`config.mk`:
```
export PLATFORM = sky130hd
export DESIGN_NAME = fetch_unit
export DESIGN_NICKNAME = d
export VERILOG_FILES = /design/src/rtl/fetch_unit.sv
export SDC_FILE = /design/constraint.sdc
export NUM_CORES = 1
export LEC_CHECK = 0
export ABC_AREA = 1
export CAP_MARGIN = 5
export CORE_ASPECT_RATIO = 1.2
export CORE_MARGIN = 5
export CORE_UTILIZATION = 25
export DETAILED_ROUTE_END_ITERATION = 8
export PLACE_DENSITY = 0.62
export SYNTH_ARGS = -nofsm -noshare
export SYNTH_HDL_FRONTEND = slang
export SYNTH_SLANG_ARGS = --single-unit
```
`constraint.sdc`:
```
create_clock -name clk -period 1.94 [get_ports clk]
set_clock_uncertainty 0.15 [all_clocks]
set_input_delay 0.388 -clock clk [delete_from_list [all_inputs] [get_ports clk]]
set_output_delay 0.388 -clock clk [all_outputs]
set_load 0.01 [all_outputs]
```
`src/rtl/fetch_unit.sv`:
```
// Instruction fetch stage: owns the PC, issues one read per FETCH phase over a
// valid/ready channel, captures the returned word and flags timeout/misalignment faults.
module fetch_unit #(
  parameter int              XLEN     = 32,
  parameter logic [XLEN-1:0] RESET_PC = '0,
  parameter int              TIMEOUT  = 255
) (
  input  logic            clk,
  input  logic            rst,
  input  logic [2:0]      state,
  input  logic            branch_taken,
  input  logic [XLEN-1:0] branch_target,
  output logic            mem_req_valid,
  input  logic            mem_req_ready,
  output logic [XLEN-1:0] mem_req_addr,
  input  logic            mem_rsp_valid,
  input  logic [XLEN-1:0] mem_rsp_data,
  output logic [XLEN-1:0] instr,
  output logic [XLEN-1:0] pc,
  output logic            fetch_busy,
  output logic            fetch_fault
);

  localparam logic [2:0] PH_FETCH     = 3'd0;
  localparam logic [2:0] PH_WRITEBACK = 3'd3;

  localparam logic [2:0] F_IDLE  = 3'd0;
  localparam logic [2:0] F_REQ   = 3'd1;
  localparam logic [2:0] F_WAIT  = 3'd2;
  localparam logic [2:0] F_DONE  = 3'd3;
  localparam logic [2:0] F_FAULT = 3'd4;

  localparam logic [7:0] TO_LAST = 8'(TIMEOUT - 1);

  logic [2:0]      fstate_q, fstate_d;
  logic [XLEN-1:0] pc_q, pc_d;
  logic [XLEN-1:0] instr_q, instr_d;
  logic [7:0]      cnt_q, cnt_d;
  logic            misalign;

  assign misalign = (state == PH_WRITEBACK) && branch_taken && (branch_target[1:0] != 2'b00);

  always_comb begin
    fstate_d = fstate_q;
    pc_d     = pc_q;
    instr_d  = instr_q;
    cnt_d    = cnt_q;
    case (fstate_q)
      F_IDLE: if (state == PH_FETCH) fstate_d = F_REQ;
      F_REQ: begin
        if (mem_req_ready) begin
          fstate_d = F_WAIT;
          cnt_d    = '0;
        end
      end
      // A response on the expiry cycle still wins over the timeout.
      F_WAIT: begin
        if (mem_rsp_valid) begin
          instr_d  = mem_rsp_data;
          fstate_d = F_DONE;
        end else if (cnt_q == TO_LAST) begin
          fstate_d = F_FAULT;
        end else begin
          cnt_d = cnt_q + 8'd1;
        end
      end
      F_DONE:  if (state != PH_FETCH) fstate_d = F_IDLE;
      F_FAULT: fstate_d = F_FAULT;
      default: fstate_d = F_IDLE;
    endcase
    if (state == PH_WRITEBACK) begin
      if (misalign) fstate_d = F_FAULT;
      else          pc_d     = branch_taken ? branch_target : pc_q + XLEN'(4);
    end
  end

  always_ff @(posedge clk) begin
    if (rst) begin
      fstate_q <= F_IDLE;
      pc_q     <= RESET_PC;
      instr_q  <= '0;
      cnt_q    <= '0;
    end else begin
      fstate_q <= fstate_d;
      pc_q     <= pc_d;
      instr_q  <= instr_d;
      cnt_q    <= cnt_d;
    end
  end

  assign mem_req_valid = (fstate_q == F_REQ);
  assign mem_req_addr  = pc_q;
  assign instr         = instr_q;
  assign pc            = pc_q;
  assign fetch_fault   = (fstate_q == F_FAULT);
  assign fetch_busy    = ((state == PH_FETCH) && (fstate_q != F_DONE)) || (fstate_q == F_FAULT);

endmodule
```
Word level (Yosys, flattened, before mapping)
Cells that the tools add are included.
{"block": "classes", "addsub": 2, "multipliers": 0, "n_div": 0, "order_cmp": 0, "n_eq_ne": 10, "shift": 0, "muxes": 13, "bitwise": 1, "reduce_logical": 12}
{"cell": "32-bit by 3-bit adder with 32-bit output, second input constant", "count": 1}
{"cell": "32-bit 2-to-1 mux", "count": 1}
{"cell": "8-bit 2-to-1 mux", "count": 3}
{"cell": "3-bit 2-to-1 mux", "count": 7}
{"cell": "8-bit one-hot mux with 2 select lines", "count": 1}
{"cell": "3-bit one-hot mux with 5 select lines", "count": 1}
{"cell": "3-bit by 2-bit == test with 1-bit output, second input constant", "count": 3}
{"cell": "8-bit by 1-bit adder with 8-bit output, second input constant", "count": 1}
{"cell": "8-bit == test, second input constant", "count": 1}
{"cell": "3-bit logical NOT", "count": 2}
{"cell": "2-bit != test, second input constant", "count": 2}
{"cell": "2-bit AND reduction", "count": 2}
{"cell": "4-bit AND reduction", "count": 1}
{"cell": "2-bit nonzero test", "count": 2}
{"cell": "3-bit by 1-bit == test with 1-bit output, second input constant", "count": 1}
{"cell": "3-bit == test, second input constant", "count": 1}
{"cell": "1-bit logical AND", "count": 3}
{"cell": "3-bit by 2-bit != test with 1-bit output, second input constant", "count": 1}
{"cell": "3-bit nonzero test", "count": 1}
{"cell": "2-bit by 1-bit != test with 1-bit output, second input constant", "count": 1}
{"cell": "1-bit logical OR", "count": 1}
{"cell": "1-bit NOT", "count": 1}
{"block": "totals", "reg_bits": 75, "latch_bits": 0, "mem_bits_rw": 0, "romBits": 0, "in_bits": 72, "out_inout_bits": 99, "elab_cells": 42, "n_memories": 0}

Longest topological paths before layout
{"block": "logic_depth", "ltp_word": 6, "ltp_mapped": 12, "ltp_nobuf": 12}

Least setup slack after synthesis
Ideal clock, no wire load.
{"block": "synth_path", "path_type": "flip-flop to flip-flop", "start": "register pc_q[3], in the netlist mem_req_addr[3]", "end": "register pc_q[18], in the netlist mem_req_addr[18]", "setup_ns": 0.113, "t_arrival_ns": 1.410, "required_time_ns": 1.677, "setup_slack_ns": 0.267, "stages_incl_launch_ff": 11, "path_buffers": 0, "period_less_slack_ns": 1.673, "path_cell_list": "dfxtp_1 > ha_1 > inv_1 > nor2_2 > nand2_2 > nor2_8 > nand2_2 > a21oi_2 > nand3_1 > nand2_1 > nor2_1"}
{"block": "synth_via", "elab_chain_cells": 2}
{"item": "from (decl)", "line": "36", "source": "logic [XLEN-1:0] pc_q, pc_d;"}
{"item": "from (signal assigned)", "line": "85", "source": "pc_q <= pc_d;"}
{"item": "32-bit by 3-bit adder with 32-bit output", "line": "73", "source": "else pc_d = branch_taken ? branch_target : pc_q + XLEN'(4);"}
{"item": "32-bit 2-to-1 mux", "line": "73"}
No other way between the ends.
A chain may end at the register's enable or synchronous reset.

Final worst setup path
{"block": "layout_path", "start": "register pc_q[2], in the netlist mem_req_addr[2]", "end": "output mem_req_addr[2]"}
{"item": "to (decl)", "line": "15", "source": "output logic [XLEN-1:0] mem_req_addr,"}
No word-level cell between the ends.

==> key figures <==
Synth
  – Synthesized area: 4450 µm²
  – Register area share after synthesis: 33.8%
  – Most frequent cell after synthesis: nand2_1
  – Synth Flop Type: dfxtp_1
  – Top cell type's share of synthesized area: 33.8%
  – Synth top cells by count: nand2_1, nor2_1, dfxtp_1, o21ai_0, inv_1
  – Register bit total from synthesis: 75
  – Post-Syn Instances: 679
  – Top cells by area, synth: dfxtp_1, nand2_1, nor2_1, buf_4, o21ai_0
  – Yosys cell types: 45
  – Yosys top cell by area: dfxtp_1
  – Number of synthesized flops with an enable pin: 0
  – Syn nets: 754
  – Mean Syn Cell Area: 6.55 µm²
  – Asr flop ratio synth: 0%
  – Syn. warnings: 0

Placement
  – PortBufs: 170
  – DPL Wire Length: 10800 µm
  – Placed cell areas: 6310 µm²
  – RD Place Congestion: 0.882

STA
  – Final worst path period share: 97.8%
  – Hold slack: 0.327 ns
  – Minimum clock period: 1.90 ns
  – Slew headroom: 81.2%
  – Slew Viols, Final: 0
  – Setup violators final: 0
  – Total negative slack: 0 ns
  – Final Hold Violating Endpoints: 0
  – Peak Freq: 0.527 GHz
  – Worst-margin pin slew: 0.281 ns

Floorplanning
  – Die area: 20600 µm²
  – IO Count: 171
  – Cell Rows: 53
  – Starting Density: 25.4%
  – Core ar.: 17500 µm²
  – Chip height: 156 µm
  – Die width: 132 µm

Clocking
  – Max Root-Sink Buffers: 2
  – CTS tree: yes
  – H-tree depth: 3
  – CTS sink count: 75
  – Clk_lat worst skew: 0.34 ns
  – Reg clk slew, reported paths: 0.06 ns
  – Total clock buffers created by CTS: 9
  – CTS Root Cell: clkbuf_16
  – Hold Buf Count CTS: 0

Pwr
  – Worst vdd ir: 0.000334 V
  – Overall power: 0.00392 W
  – Psw: 0.000949 W
  – Clock power frac: 43.4%
  – Internal Dissipation: 0.00297 W
  – Leakage: 2.52 nW
  – Flop pwr share: 41.7%
  – Switch share: 24.2%
  – Part of the power in combinational logic: 14.9%
  – Pwr/cell area: 590 nW/µm²

Routing
  – Residual DRC: 0
  – Wire length per cell: 13.7 µm
  – DR vias/cell: 4.50
  – Final antenna-violating net count: 0
  – WL final: 14400 µm
  – Drt first pass iters: 4
  – DRT iter0 DRCs: 246
  – Vias: 4718

Critical path
  – Critical path class: reg2out
  – Crit path max fanout: 5
  – Worst reg2reg path depth: 10
  – Critical Path End Type: output port
  – Startpoint types: flop
  – Worst EP arrival: 1.36 ns
  – Required time of the critical path: 1.40 ns

Global routing
  – Initial antenna violation count: 0
  – First-pass GRT wire length: 22900 µm
  – Global route overflow: 0
  – Pin count of the biggest net entering global routing: 42
  – Number of global-route vias before repair: 4493
  – GR Util All Layers: 13.6%

Layout
  – N_diodes: 0
  – Area Growth Syn to Fin: 49.5%
  – Final nets: 900
  – Layout cells sized above 1: 13.4%
  – Design area: 6650 µm²

Run status
  – Status: completed

Min path
  – Hold path depth: 2
  – Hold WC Path Type: reg2reg

Run
  – Max-Cap Viols: 0
[worst max-delay path: stages, from the launching register on]
cell             delay, ns
dfxtp_1               0.34
buf_4                 0.14
clkdlybuf4s50_1       0.54
[state kept, by name, summed over array words and instances, names as in the netlist]
| name | count |
|---|---|
| fstate_q | 3 |
| instr | 32 |
| mem_req_addr | 32 |
| cnt_q | 8 |
[cell usage in the layout, fill, tap and decap left out, types with 2 or more instances in the layout]
| cell | n |
|---|---|
| clkdlybuf4s50_1 | 164 |
| nand2_1 | 154 |
| nor2_1 | 133 |
| dfxtp_1 | 53 |
| o21ai_0 | 50 |
| inv_1 | 42 |
| nand3_1 | 37 |
| a21oi_1 | 37 |
| dfxtp_2 | 22 |
| buf_4 | 17 |
| nor2_2 | 10 |
| nand2_2 | 9 |
| clkbuf_16 | 9 |
| nor3_1 | 8 |
| nor2_4 | 7 |
| buf_12 | 7 |
| inv_2 | 6 |
| o21ai_1 | 5 |
| a211oi_1 | 5 |
| nand3_2 | 4 |
| nand4_1 | 4 |
| o21ai_2 | 3 |
| ha_1 | 3 |
| dlymetal6s2s_1 | 3 |
| nor2_8 | 2 |
| a21oi_2 | 2 |
| o22ai_1 | 2 |
| a31oi_1 | 2 |
| xnor2_1 | 2 |
| xor2_1 | 2 |
| clkbuf_1 | 2 |
| clkbuf_8 | 2 |
| dlygate4sd2_1 | 2 |
[power by group through the flow]
stage	combinational [W]	clock [W]	sequential (W)
detailed placement	0.000589	0	0.00166
floorplan	0.000236	0	0.00168
global route	0.000637	0.00182	0.00164
global placement	0.000587	0	0.00166
finish	0.000583	0.00170	0.00163
CTS	0.000592	0.00176	0.00163
[cell type report]
type	instances	area [µm²]
fill	1900	10900
multi-input combinational	496	2390
timing repair buffer	194	1970
sequential	75	1530
tap	220	275
clock buffer	13	260
inverter	49	189
clock inverter	2	35.0
[final timing paths]
kind,from,slack [ns],endpoint
setup reg to reg,mem_req_addr[2],0.22,mem_req_addr[18]
setup / recovery,mem_req_addr[2],0.04,mem_req_addr[2]
hold reg to reg,mem_req_addr[0],0.33,mem_req_addr[0]
hold / removal,mem_req_addr[0],0.33,mem_req_addr[0]
[through the flow]
step / utilization [%] / setup WS (ns) / std cells
after floorplan: - / 0.267 / 679
after global placement: 36.1 / -0.389 / 1034
after detailed placement: 36.1 / -0.414 / 1034
after CTS: 37.9 / -0.0265 / 1049
after global routing: 38.0 / -0.00309 / 1049
final: 38.0 / 0.0418 / 1049
[logic make-up after synthesis]
kind of cell    share of synthesized area (%)
fa+ha+maj                               0.844
buf+inv                                  12.8
xor+xnor                                0.788
simple gates                             38.1
compound gates                           13.7
flops                                    33.8
[per-layer routing]
metal	vias up	GRT usage, %	routed length (µm)
met5	-	0	0
met4	0	5.68	323
met3	21	5.06	1300
met2	162	22.7	6650
met1	2092	15.9	6090
li1	2443	-	-
[what timing repair did]
item                                    4_1_cts  5_1_grt
resized for setup                            20       15
endpoints found under the setup margin       27       22
setup buffers                                 0        0
Power figures use the tool's default switching activity.
